### src/rtl/neuron_pkg.sv
// rtl/neuron_pkg.sv - shared constants and rounding/saturation helper for the neuron lanes
package neuron_pkg;

  localparam logic [1:0] ACT_LINEAR = 2'd0;
  localparam logic [1:0] ACT_RELU   = 2'd1;
  localparam logic [1:0] ACT_LEAKY  = 2'd2;

  localparam logic [1:0] ST_ACCUM = 2'd0;
  localparam logic [1:0] ST_DRAIN = 2'd1;
  localparam logic [1:0] ST_FINAL = 2'd2;
  localparam logic [1:0] ST_HOLD  = 2'd3;

  // Wide enough that the rounding add can never wrap for any sane accumulator width.
  localparam int SAT_W = 128;

  function automatic logic signed [SAT_W-1:0] sat_round(
    input logic signed [SAT_W-1:0] val,
    input int                      shift,
    input int                      width
  );
    logic signed [SAT_W-1:0] one;
    logic signed [SAT_W-1:0] r;
    logic signed [SAT_W-1:0] hi;
    logic signed [SAT_W-1:0] lo;
    one = {{(SAT_W-1){1'b0}}, 1'b1};
    r   = val;
    if (shift > 0) begin
      r = (val + (one <<< (shift - 1))) >>> shift;
    end
    hi = (one <<< (width - 1)) - one;
    lo = ~hi;
    if (r > hi) begin
      return hi;
    end else if (r < lo) begin
      return lo;
    end
    return r;
  endfunction

endpackage

### src/rtl/neuron_lane.sv
// rtl/neuron_lane.sv - one MAC neuron: product register, accumulator, bias/activation/saturation
module neuron_lane
  import neuron_pkg::*;
#(
  parameter int IN_WIDTH   = 16,
  parameter int OUT_WIDTH  = 16,
  parameter int ACC_WIDTH  = 48,
  parameter int OUT_SHIFT  = 22,
  parameter int BIAS_SHIFT = 15
) (
  input  logic                 clk,
  input  logic                 rst_n,
  input  logic                 beat,
  input  logic                 last,
  input  logic                 acc_en,
  input  logic                 fin,
  input  logic [1:0]           act_mode,
  input  logic [IN_WIDTH-1:0]  data,
  input  logic [IN_WIDTH-1:0]  weight,
  input  logic [IN_WIDTH-1:0]  bias,
  output logic [OUT_WIDTH-1:0] result
);

  logic signed [2*IN_WIDTH-1:0] prod;
  logic signed [ACC_WIDTH-1:0]  acc;
  logic signed [ACC_WIDTH-1:0]  sum;
  logic signed [ACC_WIDTH-1:0]  act_val;
  logic [ACC_WIDTH-1:0]         bias_ext;
  logic [IN_WIDTH-1:0]          bias_q;
  logic [OUT_WIDTH-1:0]         sat_out;

  always_ff @(posedge clk or negedge rst_n) begin
    if (!rst_n) begin
      prod   <= '0;
      acc    <= '0;
      bias_q <= '0;
      result <= '0;
    end else begin
      if (beat) begin
        prod <= $signed(data) * $signed(weight);
      end
      if (last) begin
        bias_q <= bias;
      end
      if (fin) begin
        acc    <= '0;
        result <= sat_out;
      end else if (acc_en) begin
        acc <= acc + {{(ACC_WIDTH-2*IN_WIDTH){prod[2*IN_WIDTH-1]}}, prod};
      end
    end
  end

  always_comb begin
    bias_ext = {{(ACC_WIDTH-IN_WIDTH){bias_q[IN_WIDTH-1]}}, bias_q};
    sum      = acc + (bias_ext << BIAS_SHIFT);
    act_val  = sum;
    if (sum[ACC_WIDTH-1]) begin
      case (act_mode)
        ACT_LINEAR: act_val = sum;
        ACT_LEAKY:  act_val = sum >>> 3;
        ACT_RELU:   act_val = '0;
        default:    act_val = '0;
      endcase
    end
    sat_out = OUT_WIDTH'(sat_round({{(SAT_W-ACC_WIDTH){act_val[ACC_WIDTH-1]}}, act_val},
                                   OUT_SHIFT, OUT_WIDTH));
  end

endmodule

### src/rtl/neuron_lane_array.sv
// rtl/neuron_lane_array.sv - NUM_LANES MAC neurons sharing one streamed activation, with handshake FSM
module neuron_lane_array
  import neuron_pkg::*;
#(
  parameter int IN_WIDTH   = 16,
  parameter int OUT_WIDTH  = 16,
  parameter int NUM_INPUTS = 784,
  parameter int NUM_LANES  = 4,
  parameter int ACC_WIDTH  = 48,
  parameter int OUT_SHIFT  = 22,
  parameter int BIAS_SHIFT = 15
) (
  input  logic                           clk,
  input  logic                           rst_n,
  input  logic [1:0]                     act_mode,
  input  logic                           in_valid,
  output logic                           in_ready,
  input  logic [IN_WIDTH-1:0]            data_in,
  input  logic [NUM_LANES*IN_WIDTH-1:0]  weight_in,
  input  logic [NUM_LANES*IN_WIDTH-1:0]  bias_in,
  output logic                           out_valid,
  input  logic                           out_ready,
  output logic [NUM_LANES*OUT_WIDTH-1:0] data_out
);

  // A one-beat vector still needs a 1-bit counter.
  localparam int CNT_W = (NUM_INPUTS > 1) ? $clog2(NUM_INPUTS) : 1;
  localparam logic [CNT_W-1:0] LAST_CNT = CNT_W'(NUM_INPUTS - 1);

  logic [1:0]       state;
  logic [CNT_W-1:0] count;
  logic [1:0]       act_q;
  logic             acc_en;
  logic             beat;
  logic             last;
  logic             fin;

  assign beat = in_valid && in_ready;
  assign last = beat && (count == LAST_CNT);
  assign fin  = (state == ST_FINAL);

  always_ff @(posedge clk or negedge rst_n) begin
    if (!rst_n) begin
      state     <= ST_ACCUM;
      count     <= '0;
      act_q     <= ACT_LINEAR;
      acc_en    <= 1'b0;
      in_ready  <= 1'b0;
      out_valid <= 1'b0;
    end else begin
      acc_en <= beat;
      case (state)
        ST_ACCUM: begin
          in_ready <= 1'b1;
          if (beat) begin
            if (count == '0) begin
              act_q <= act_mode;
            end
            if (last) begin
              in_ready <= 1'b0;
              state    <= ST_DRAIN;
            end else begin
              count <= count + 1'b1;
            end
          end
        end
        ST_DRAIN: state <= ST_FINAL;
        ST_FINAL: begin
          out_valid <= 1'b1;
          count     <= '0;
          state     <= ST_HOLD;
        end
        ST_HOLD: begin
          if (out_ready) begin
            out_valid <= 1'b0;
            in_ready  <= 1'b1;
            state     <= ST_ACCUM;
          end
        end
        default: state <= ST_ACCUM;
      endcase
    end
  end

  for (genvar k = 0; k < NUM_LANES; k++) begin : g_lane
    neuron_lane #(
      .IN_WIDTH  (IN_WIDTH),
      .OUT_WIDTH (OUT_WIDTH),
      .ACC_WIDTH (ACC_WIDTH),
      .OUT_SHIFT (OUT_SHIFT),
      .BIAS_SHIFT(BIAS_SHIFT)
    ) u_lane (
      .clk     (clk),
      .rst_n   (rst_n),
      .beat    (beat),
      .last    (last),
      .acc_en  (acc_en),
      .fin     (fin),
      .act_mode(act_q),
      .data    (data_in),
      .weight  (weight_in[k*IN_WIDTH +: IN_WIDTH]),
      .bias    (bias_in[k*IN_WIDTH +: IN_WIDTH]),
      .result  (data_out[k*OUT_WIDTH +: OUT_WIDTH])
    );
  end

endmodule

### config.mk
export PLATFORM = sky130hd
export DESIGN_NAME = neuron_lane_array
export DESIGN_NICKNAME = d
export VERILOG_FILES = /design/src/rtl/neuron_pkg.sv /design/src/rtl/neuron_lane.sv /design/src/rtl/neuron_lane_array.sv
export SDC_FILE = /design/constraint.sdc
export NUM_CORES = 2
export LEC_CHECK = 0
export ABC_AREA = 1
export BUFFER_PORTS_ARGS = -buffer_cell sky130_fd_sc_hd__buf_4
export CORE_MARGIN = 10
export CORE_UTILIZATION = 54
export CTS_CLUSTER_SIZE = 28
export DETAILED_ROUTE_END_ITERATION = 7
export PLACE_DENSITY_LB_ADDON = 0.3
export SYNTH_ARGS = -nofsm -noshare
export SYNTH_HDL_FRONTEND = slang
export SYNTH_SLANG_ARGS = --single-unit
### constraint.sdc
create_clock -name clk -period 8.2 [get_ports clk]
set_input_delay 0.82 -clock clk [delete_from_list [all_inputs] [get_ports clk]]
set_output_delay 0.82 -clock clk [all_outputs]
set_load 0.02 [all_outputs]
# Word-level counts from Yosys, hierarchy flattened
# Index checks and enable logic that the tools add are counted.
[op_classes]
n_mul = 4
reduce_logical = 14
n_eq_ne = 9
muxes = 49
n_addsub = 13
magnitude_cmp = 8
[op_table]
columns = ["cell", "n"]
rows = [
  ["48-bit two-way mux", 12],
  ["48-bit adder", 8],
  ["48-bit one-hot mux with 2 select lines", 4],
  ["48-bit by 23-bit adder with 49-bit output, second input constant", 4],
  ["16-bit two-way mux", 12],
  ["16-bit by 16-bit multiplier with 32-bit output", 4],
  ["27-bit by 16-bit > comparator with 1-bit output, second input constant", 4],
  ["27-bit by 16-bit < comparator with 1-bit output, second input constant", 4],
  ["10-bit two-way mux", 2],
  ["10-bit one-hot mux with 2 select lines", 1],
  ["1-bit two-way mux", 12],
  ["10-bit by 1-bit adder with 10-bit output, second input constant", 1],
  ["10-bit == test, second input constant", 1],
  ["10-bit logical NOT", 1],
  ["3-bit AND reduction", 3],
  ["2-bit one-hot mux with 4 select lines", 1],
  ["2-bit nonzero test", 4],
  ["2-bit == test, second input constant", 3],
  ["2-bit two-way mux", 3],
  ["2-bit != test, second input constant", 3],
  ["2-bit logical NOT", 2],
  ["1-bit one-hot mux with 2 select lines", 2],
  ["2-bit AND reduction", 2],
  ["2-bit by 1-bit == test with 1-bit output, second input constant", 1],
  ["other kinds (2)", 3],
]
[word_totals]
reg_bits = 465
inputBits = 150
elab_cells = 119
out_inout_bits = 66

# Longest topological paths before layout
[depth]
ltp_word = 8
depth_mapped = 34
mapped_depth_nobuf = 32

# By module
# Synthesis repeated with hierarchy kept, for this count alone.
[unflattened]
hier_cells = 12658
hier_area_um2 = 87278.7
[by_module_without_submodules]
columns = ["module", "seq_area_each_um2", "cells_per_inst", "n_inst", "area_each_um2"]
rows = [
  ["neuron_lane at g_lane[2].u_lane", 2802.7, 3132, 1, 21639.5],
  ["neuron_lane at g_lane[3].u_lane", 2802.7, 3138, 1, 21628.2],
  ["neuron_lane at g_lane[0].u_lane", 2802.7, 3121, 1, 21479.4],
  ["neuron_lane at g_lane[1].u_lane", 2802.7, 3129, 1, 21464.3],
  ["neuron_lane_array", 425.4, 138, 1, 1067.3],
]

# Worst setup path before layout
# No wires, ideal clock.
[synth_path]
path_kind = "input to register"
start = "input weight_in[17]"
end = "register g_lane[1].u_lane.prod[31]"
arrival_time_ps = 6726
path_stages = 28
required_ps = 8082
setup_time_ps = 118
path_buffers = 2
setup_slack_ps = 1356
path_cell_list = "clkbuf_1 -> clkbuf_1 -> nand2_1 -> fa_1 -> inv_1 -> fa_1 -> inv_1 -> fa_1 -> inv_1 -> fa_1 -> inv_1 -> fa_1 -> inv_1 -> fa_1 -> ha_1 -> a21oi_1 -> o21ai_0 -> a21oi_1 -> o21ai_0 -> a21boi_0 -> o21bai_1 -> a21boi_0 -> o21ai_0 -> a21o_1 -> a21oi_1 -> nand2_1 -> nand3_1 -> nand2_1"
[synth_via]
elab_chain_cells = 1
[synth_lines]
columns = ["element", "line", "rtl"]
rows = [
  ["start: declaration", "neuron_lane_array.sv:19", "input logic [NUM_LANES*IN_WIDTH-1:0] weight_in,"],
  ["16-bit by 16-bit multiplier with 32-bit output", "neuron_lane.sv:40", "prod <= $signed(data) * $signed(weight);"],
  ["end signal: assignment", "neuron_lane.sv:40", ""],
  ["end: declaration", "neuron_lane.sv:24", "logic signed [2*IN_WIDTH-1:0] prod;"],
]
# Every way passes these cells.
# A chain may end at the register's enable or synchronous reset.

# Final worst setup path
[layout_path]
start = "input data_in[6]"
end = "register g_lane[2].u_lane.prod[28]"
[layout_via]
elab_chain_cells = 1
[layout_lines]
columns = ["element", "line", "rtl"]
rows = [
  ["start: declaration", "neuron_lane_array.sv:18", "input logic [IN_WIDTH-1:0] data_in,"],
  ["16-bit by 16-bit multiplier with 32-bit output", "neuron_lane.sv:40", ""],
  ["end signal: assignment", "neuron_lane.sv:40", ""],
  ["end: declaration", "neuron_lane.sv:24", ""],
]
# Every way passes these cells.

==> run_results.csv <==
group,metric,value,unit
status,status,"complete, no violations",
worst_setup_path,cp_slowest_cell,"fa_1",
yosys,synth-edff-count,0,
worst_setup_path,cp_top_family,"adder cells",
worst_setup_path,critPathBufInv,9,
cts,htreeDepth,2,
final_layout,regArea,11600,um^2
yosys,ys.flop_type,"dfrtp_1",
cts,path_clk_slew,0.06,ns
yosys,avgSynthCellArea,6.77,um^2
route,antenna_left,0,
final_layout,drive_gt1_share,5.20,%
final_layout,nNetsFinal,14519,
yosys,synth_top_area_share,24.4,%
route,post_drt_via_cell_ratio,5.35,
cts,cts_buffer_depth,3,
place,place_congestion,0.976,
floorplan,io_pins,216,
global_routing,grt_max_degree,224,
worst_setup_path,path_max_fanout,28,
cts,clock-sinks,465,
run,cap_violations,0,
yosys,syn_nets,14581,
worst_setup_path,cp_data_arrival_time,7.45,ns
sta,layout_min_cycle_time,6.82,ns
yosys,ys_ff_latch,465,
floorplan,die_x,420,um
place,dp_hpwl,214,mm
final_layout,areaGrowthSynthToFinish,5.79,%
worst_setup_path,cpMostUsedCell,"inv_1",
worst_hold_path,hold_class,"in2async",
route,vias,79074,
floorplan,die_y,420,um
global_routing,grt_pass1_wl,417,mm
sta,period_share,83.1,%
place,numPortBuffers,215,
floorplan,std_cell_rows,146,
sta,holdWs,0.118,ns
final_layout,final_util,57.5,%
route,wirelength,260,mm
sta,skew,0.0691,ns
yosys,yosysSeqAreaShare,13.5,%
cts,root_buffer,"clkbuf_16",
yosys,syn_inst,12730,
sta,setup_viol,0,
worst_setup_path,cp-end-kind,"flip-flop",
floorplan,core_area,159000,um^2
global_routing,grt_pass1_vias,78372,
sta,max_freq,147,MHz
sta,hold_viol,0,
sta,max_slew_margin,18.3,%
yosys,synthesis.area,86200,um^2
route,drc,0,
cts,cts_setup_buffers,0,
worst_setup_path,path_class,"in2reg",
sta,rsz0062_at_grt,"no",
final_layout,n_fill_cell,15290,
floorplan,die_area,176000,um^2
cts,ctsHoldBuffers,0,
yosys,ys.warnings.count,0,
yosys,yosysTopAreaCell,"fa_1",
sta,finalSetupTns,0,ns
worst_setup_path,start_kind,"input pin",
global_routing,track_usage,29.3,%
cts,tritoncts,"yes",
yosys,async_flop_share,100,%
route,wl_per_cell,17.6,um
cts,post_cts_resize_count,0,
yosys,synth_top_cells_by_area,"fa_1, nand2_1, dfrtp_1, inv_1, ha_1",
cts,insertion_delay,0.72,ns
route,drt-pass1-iter-count,8,
global_routing,overflow,0,
floorplan,initial_core_util,54.4,%
yosys,synth_cell_types,58,
yosys,synth_most_common_cell,"nand2_1",
worst_setup_path,max_stage_delay,0.54,ns
sta,tightest_slew,1.21,ns
cts,cts_buffers,55,
final_layout,multiInputGateArea,62400,um^2
sta,maxSlewViolCount,0,
worst_setup_path,required,8.83,ns
route,drtIter0Drc,6206,
yosys,synthTopCellsByCount,"nand2_1, inv_1, fa_1, nor2_1, ha_1",
global_routing,antenna_found_initial,17,
## cells by family (layout without fill, tap and decap cells)
logic type,count (synthesis),count (layout),share of synthesized area (%)
other,0,10,0
DFF,465,465,13.5
xor gates and xnor gates,227,227,2.31
AOI/OAI and AO/OA,1343,1343,8.65
adders and majority gates,1701,1701,33.8
buffers and inverters,3182,3161,14.1
and+or+nand+nor,5810,5810,27.5
muxes,2,2,0.0261
## path summary, 6_finish.rpt
kind / from / end / slack (ns) / cells past startpoint
setup / recovery: data_in[6] / g_lane[2].u_lane.prod[28]$_DFFE_PN0P_ / 1.38 / 26
hold / removal: rst_n / g_lane[0].u_lane.result[12]$_DFFE_PN0P_ / 0.12 / 1
setup reg to reg: g_lane[0].u_lane.bias_q[15]$_DFFE_PN0P_ / g_lane[0].u_lane.result[2]$_DFFE_PN0P_ / 3.14 / 30
hold reg to reg: g_lane[3].u_lane.result[11]$_DFFE_PN0P_ / g_lane[3].u_lane.result[11]$_DFFE_PN0P_ / 0.48 / 2
max in group asynchronous: rst_n / g_lane[0].u_lane.prod[28]$_DFFE_PN0P_ / 6.63 / 2
min in group clk: bias_in[1] / g_lane[0].u_lane.bias_q[1]$_DFFE_PN0P_ / 0.31 / 3
## registers in the layout (all words and copies together), names as in the netlist
name,flops
count,10
act_q,2
in_ready,1
g_lane.u_lane.bias_q,64
state,2
out_valid,1
g_lane.u_lane.acc,192
acc_en,1
g_lane.u_lane.prod,128
g_lane.u_lane.result,64
## cell usage in the layout, fill, tap and decap left out, types with 19 or more instances in the layout
master and count:
o21ai_0 432, nand4_1 89, dfrtp_1 465, a21oi_1 589, a31oi_1 85, or2_2 36
o21ai_1 24, o31ai_1 38, o211ai_1 20, o21a_1 35, o21bai_1 21, nand2_2 72
nand3b_1 23, and2_1 33, ha_1 648, nor2_2 65, buf_4 267, inv_1 2738
nor3_1 59, nor2_1 770, nand2_1 4098, inv_2 47, fa_1 1052, xor2_1 140
nand3_1 488, clkbuf_16 55, a21o_1 19, xnor2_1 87
## layer usage
layer / wire length [um] / track usage [%] / vias up
met5: 74 / 0 / -
met4: 13300 / 13.0 / 10
met3: 18700 / 3.93 / 515
met2: 116000 / 46.6 / 2764
met1: 112000 / 39.7 / 37434
li1: - / - / 38351
## cell type report
| cell class | instances | share of cell area, % |
|---|---|---|
| Antenna cell | 10 | 0.0274 |
| Clock buffer | 67 | 1.64 |
| Clock inverter | 31 | 0.473 |
| Sequential cell | 465 | 12.8 |
| Multi-Input combinational cell | 9083 | 68.5 |
| Tap cell | 2072 | 2.84 |
| Inverter | 2790 | 11.5 |
| Timing Repair Buffer | 273 | 2.32 |
## metrics by stage
stage                     area [um^2]  setup WS [ns]  instances
final                           91200           1.38      14791
after global routing            91200          0.838      14789
after CTS                       91200           1.46      14781
after detailed placement        89300          0.707      14683
after global placement          89300          0.835      14683
after floorplan                 86200           1.36      12730
Power is left out: the tool's default activity adds up to more than one toggle a clock period on the data nets, which glitch-free logic cannot reach.
